## config.mk

```make
export PLATFORM = sky130hd
export DESIGN_NAME = sensor_drain_sched
export DESIGN_NICKNAME = d
export VERILOG_FILES = /design/src/rtl/sensor_drain_sched.sv
export SDC_FILE = /design/constraint.sdc
export NUM_CORES = 1
export LEC_CHECK = 0
export CAP_MARGIN = 20
export CORE_ASPECT_RATIO = 1.4
export CORE_MARGIN = 3
export CORE_UTILIZATION = 46
export DETAILED_ROUTE_END_ITERATION = 16
export GPL_TIMING_DRIVEN = 0
export PLACE_DENSITY = 0.85
export SETUP_SLACK_MARGIN = 0.05
export SLEW_MARGIN = 20
export SYNTH_ARGS = -nofsm -noshare
export SYNTH_HDL_FRONTEND = slang
export SYNTH_SLANG_ARGS = --single-unit
```

## constraint.sdc

```tcl
create_clock -name clk -period 3.9 [get_ports clk]
set_input_delay 0.78 -clock clk [delete_from_list [all_inputs] [get_ports clk]]
set_output_delay 0.78 -clock clk [all_outputs]
set_load 0.1 [all_outputs]
```

## src/rtl/sensor_drain_sched.sv

```systemverilog
// sensor_drain_sched: frame sequencer for the high-speed sensor buffer.
// Enables capture, waits for buffer-full, streams every buffered word to a
// destination address over a valid/ready write port, then clears the buffer.
// Optional build macro SENSOR_DRAIN_CONT_EN: back-to-back frames with
// cont_stop input and frame_cnt output.
module sensor_drain_sched #(
  parameter int DEPTH  = 4096,
  parameter int IDX_W  = 12,
  parameter int ADDR_W = 32
) (
  input  logic              clk,
  input  logic              rstn,
  input  logic              start,
  input  logic              abort,
  input  logic [ADDR_W-1:0] dst_base,
  output logic              sctrl_en,
  output logic              sctrl_clear,
  output logic [IDX_W-1:0]  sctrl_addr,
  input  logic              sctrl_interrupt,
  input  logic [31:0]       sctrl_out,
  output logic              wr_valid,
  input  logic              wr_ready,
  output logic [ADDR_W-1:0] wr_addr,
  output logic [31:0]       wr_data,
  output logic              busy,
  output logic              done,
  output logic              aborted
`ifdef SENSOR_DRAIN_CONT_EN
  ,
  input  logic              cont_stop,
  output logic [15:0]       frame_cnt
`endif
);

  localparam int DATA_W = 32;
  localparam logic [IDX_W-1:0]  IDX_LAST    = IDX_W'(DEPTH - 1);
  localparam logic [ADDR_W-1:0] FRAME_BYTES = ADDR_W'(DEPTH * 4);

  typedef enum logic [2:0] {
    S_IDLE,
    S_FILL,
    S_DRAIN,
    S_CLEAR,
    S_FIN
  } state_t;

  state_t             state, state_nxt;
  logic [ADDR_W-1:0]  base;
  logic [IDX_W-1:0]   idx;
  logic               abort_pend;

  logic               start_acc;
  logic               beat_acc;
  logic               abort_set;
  logic               cont_go;

  // Byte address of a buffer word; wraps modulo 2^ADDR_W.
  function automatic logic [ADDR_W-1:0] byte_addr(input logic [ADDR_W-1:0] b,
                                                  input logic [IDX_W-1:0]  i);
    return b + ADDR_W'({i, 2'b00});
  endfunction

  // State register; a reset mid-frame simply drops the frame.
  always_ff @(posedge clk or negedge rstn) begin
    if (!rstn) state <= S_IDLE;
    else       state <= state_nxt;
  end

  // Next-state decode and per-state control strobes.
  always_comb begin
    state_nxt   = state;
    start_acc   = 1'b0;
    beat_acc    = 1'b0;
    abort_set   = 1'b0;
    cont_go     = 1'b0;
    sctrl_en    = 1'b0;
    sctrl_clear = 1'b0;
    wr_valid    = 1'b0;
    busy        = 1'b1;
    done        = 1'b0;
    case (state)
      S_IDLE: begin
        busy = 1'b0;
        if (start) begin
          start_acc = 1'b1;
          state_nxt = S_FILL;
        end
      end
      S_FILL: begin
        sctrl_en = 1'b1;
        // Abort wins over a simultaneous buffer-full.
        if (abort) begin
          abort_set = 1'b1;
          state_nxt = S_CLEAR;
        end else if (sctrl_interrupt) begin
          state_nxt = S_DRAIN;
        end
      end
      S_DRAIN: begin
        wr_valid = 1'b1;
        // The presented beat is never withdrawn; an abort takes effect only
        // once that beat has been accepted.
        if (wr_ready) begin
          beat_acc = 1'b1;
          if (abort || abort_pend) begin
            abort_set = 1'b1;
            state_nxt = S_CLEAR;
          end else if (idx == IDX_LAST) begin
            state_nxt = S_CLEAR;
          end
        end
      end
      S_CLEAR: begin
        sctrl_clear = 1'b1;
        state_nxt   = S_FIN;
      end
      S_FIN: begin
        done      = 1'b1;
        state_nxt = S_IDLE;
`ifdef SENSOR_DRAIN_CONT_EN
        if (!aborted && !cont_stop) begin
          cont_go   = 1'b1;
          state_nxt = S_FILL;
        end
`endif
      end
      default: state_nxt = S_IDLE;
    endcase
  end

  // Frame base address and buffer read index.
  always_ff @(posedge clk or negedge rstn) begin
    if (!rstn) begin
      base <= '0;
      idx  <= '0;
    end else if (start_acc) begin
      base <= dst_base;
      idx  <= '0;
    end else if (cont_go) begin
      base <= base + FRAME_BYTES;
      idx  <= '0;
    end else if (beat_acc) begin
      idx  <= idx + 1'b1;
    end
  end

  // Remembers an abort seen while a beat is stalled, until that beat lands.
  always_ff @(posedge clk or negedge rstn) begin
    if (!rstn)                                          abort_pend <= 1'b0;
    else if (state == S_DRAIN && state_nxt == S_DRAIN)  abort_pend <= abort_pend | abort;
    else                                                abort_pend <= 1'b0;
  end

  // Sticky abort flag, cleared by the next accepted start.
  always_ff @(posedge clk or negedge rstn) begin
    if (!rstn)          aborted <= 1'b0;
    else if (start_acc) aborted <= 1'b0;
    else if (abort_set) aborted <= 1'b1;
  end

`ifdef SENSOR_DRAIN_CONT_EN
  // Counts every completed frame, wrapping at 16 bits.
  always_ff @(posedge clk or negedge rstn) begin
    if (!rstn)              frame_cnt <= '0;
    else if (state == S_FIN) frame_cnt <= frame_cnt + 16'd1;
  end
`endif

  // Write-port datapath; driven only while draining, zero otherwise.
  always_comb begin
    sctrl_addr = '0;
    wr_addr    = '0;
    wr_data    = '0;
    if (wr_valid) begin
      sctrl_addr = idx;
      wr_addr    = byte_addr(base, idx);
      wr_data    = DATA_W'(sctrl_out);
    end
  end

endmodule

```

==> summary.md <==
| Metric | Value |
|---|---|
| Skew final | `0.01224 ns` |
| Area of the multi-input gates | `2147 um^2` |
| Power Total | `4.392 mW` |
| Routed vias | `3,444` |
| Initial core utilization | `48.34%` |
| Register area | `1227 um^2` |
| Final worst-path cycle share | `95.55%` |
| Final core utilization | `71.25%` |
| Synth Cell Area | `3418 um^2` |
| F_max | `268.3 MHz` |
| Worst Path Class, Setup | `reg -> out` |
| DRC Markers | `0` |
| Reg2reg setup slack | `1.69 ns` |
| Worst-Skew Late Latency | `0.30 ns` |
| Hold Crit Class | `in -> async` |
| Layout cells sized above 1 | `23.63%` |
| PortBufs | `151` |
| First-pass DRT Iterations | `4` |
| Final setup fails | `0` |
| RR Endpoint | `idx[8]$_DFFE_PN0P_` |
| Clk slew on worst S/H paths | `0.10 ns` |
| Via-to-Cell Ratio | `5.373` |
| DIE WIDTH | `78.86 um` |
| GP Congestion | `0.8635` |
| Warning count from the yosys run | `0` |
| Worst endpoint data arrival time | `2.95 ns` |
| H-tree depth | `2` |
| CTS tree | `done` |
| Root Driver | `clkbuf_8` |
| Layout Nets | `629` |
| Outcome | `complete, no violations` |
| Reg2reg start | `state[2]$_DFF_PN0_` |
| Critical Path Fanout Max | `6` |
| CP required | `3.12 ns` |
| Die Height | `108.0 um` |
| Vias in the first global route | `3,541` |
| Relative slew slack | `34.31%` |
| Minimum clock period after layout | `3.727 ns` |
| Most used DFF post-synth | `dfrtp_1` |
| Fill cell count | `572` |
| Total track usage | `24.70%` |
| DIE AREA | `8516 um^2` |
| Sequential share of the synthesized area | `35.87%` |
| Peak VDD IR | `0.0006146 V` |
| Syn Area/Cell | `8.902 um^2` |
| # Max-Cap Violations | `0` |
| Fin. max-slew vios | `0` |
| Commonest non-fill, non-tap cell in the layout | `clkdlybuf4s50_1` |
| Commonest non-fill, non-tap cells in the layout | `78 x clkdlybuf4s50_1, 48 x dfrtp_1, 47 x and2_1` |
| Routed length per placed instance | `16.60 um` |
| Overflow after GRT | `0` |
| Clock Tree Buf Depth | `2` |
| Placeable Area | `7072 um^2` |
| Cell leakage power | `2.269 nW` |
| Post-Syn Nets | `468` |
| Initial antenna violation count | `0` |
| Total Routed Length | `10.64 mm` |
| Share of flip-flops with an asynchronous set or reset | `100.0%` |
| Synth-to-layout area growth | `47.40%` |
| Antenna diode count | `0` |
| Netlist cell types | `48` |
| Sinks on Clock Net | `49` |
| Synth Register Bits | `49` |
| Startpoint Class | `register` |
| Largest net degree at the start of global routing | `26` |
| Worst-Margin Slew | `0.9823 ns` |
| Row cnt | `36` |
| CP Capture Type | `primary output` |
| Hold Slack | `0.4585 ns` |
| Post-Synthesis Cells | `384` |
| RSZ-0062 raised after global routing | `false` |
| Post-DP HPWL | `8.213 mm` |
| First-pass GRT wire length | `16.88 mm` |
| DR iter-0 viols | `212` |
| CTS buffer count | `5` |
| Post-DRT Antenna Nets | `0` |
| Hold Violations, Final | `0` |
| R2R cell count | `8` |
| I/O pin count | `152` |
| Pwr/cell area | `871.8 nW/um^2` |
| Number of flops mapped to enable cells by yosys | `0` |
==> final cells by class <==
cell class                 count  share of cell area [%]
tap                           95                   2.359
clock inverter                 2                  0.7450
buffer                        16                   1.589
multi-input combinational    312                   42.61
clock buffer                   6                   1.639
timing repair buffer         153                   26.10
inverter                       8                  0.5960
sequential                    49                   24.36
==> logic make-up after synthesis <==
family / Yosys count / share of synthesized area (%)
xor gates and xnor gates: 25 / 6.406
buffers and inverters: 24 / 3.221
DFF: 49 / 35.87
and+or+nand+nor: 186 / 28.59
muxes: 36 / 11.68
AOI/OAI and AO/OA: 50 / 8.895
adders and majority gates: 14 / 5.344
==> layer usage <==
metal | track usage, % | up-vias | part of all wire [%]
met5 | 0 | - | 0
li1 | - | 1632 | -
met3 | 4.000 | 18 | 7.3
met2 | 46.90 | 135 | 55
met1 | 27.98 | 1659 | 36
met4 | 7.617 | 0 | 2.0
==> worst max-delay path by stage <==
stage	depth (start not counted)	to	startpoint
global route	10	wr_addr[26]	idx[0]$_DFFE_PN0P_
finish	8	wr_addr[31]	idx[1]$_DFFE_PN0P_
global placement	10	wr_addr[30]	idx[0]$_DFFE_PN0P_
detailed placement	10	wr_addr[22]	idx[0]$_DFFE_PN0P_
floorplan	9	wr_addr[14]	idx[0]$_DFFE_PN0P_
CTS	7	wr_addr[9]	idx[3]$_DFFE_PN0P_
==> power breakdown <==
group | switching, mW | internal (mW) | leakage [nW]
clock network | 0.178 | 0.209 | 0.0574
registers | 0.202 | 0.712 | 0.606
logic | 2.30 | 0.791 | 1.61
==> sequential cells by signal, indices dropped and copies added, names as in the netlist <==
signal	count
idx	12
base	32
aborted	1
state	3
abort_pend	1
==> per-stage QoR <==
stage / std cells / area [um^2] / TNS, ns / worst slack, ns
final: 641 / 5039 / 0 / 0.1735
after global routing: 641 / 5039 / 0 / 0.04269
after CTS: 639 / 5116 / 0 / 0.01724
after detailed placement: 631 / 5095 / -6.853 / -0.5431
after global placement: 630 / 5080 / -6.457 / -0.5222
after floorplan: 384 / 3450 / 0 / 0.04280
==> timing repair <==
action	in CTS	in global routing
endpoints found under the setup margin	71	53
gates cloned	0	1
hold buffers	0	0
pin swaps	0	2
buffers inserted	0	1
resized for setup	161	77
==> worst max-delay path: stages, from the launching register on <==
cell and delay, ns:
dfrtp_1 0.46, ha_1 0.32, a211oi_1 0.38, o211ai_1 0.15, buf_4 0.18, a211oi_2 0.42
nor3_1 0.17, mux2i_2 0.20, clkbuf_4 0.35
==> cells in the mapped netlist, types with 2 or more instances <==
master,n,area [um^2]
a21boi_0,3,22.52
a21o_1,2,15.01
a21oi_1,20,100.1
a31o_2,2,17.52
and2_1,47,294.0
and4_1,3,26.28
and4_4,2,22.52
buf_2,7,35.03
clkbuf_1,6,22.52
dfrtp_1,49,1226
ha_1,13,162.7
inv_1,7,26.28
mux2_2,31,349.1
mux2i_1,5,50.05
nand2_1,37,138.9
nand2b_1,7,43.79
nand3_1,12,60.06
nand4_1,7,43.79
nor2_1,46,172.7
nor2b_1,2,12.51
nor3_1,8,40.04
nor3b_1,4,30.03
o211ai_1,4,30.03
o21ai_0,13,65.06
xnor2_1,11,96.34
xor2_1,14,122.6
No activity file was read; power rests on OpenSTA's default activity.
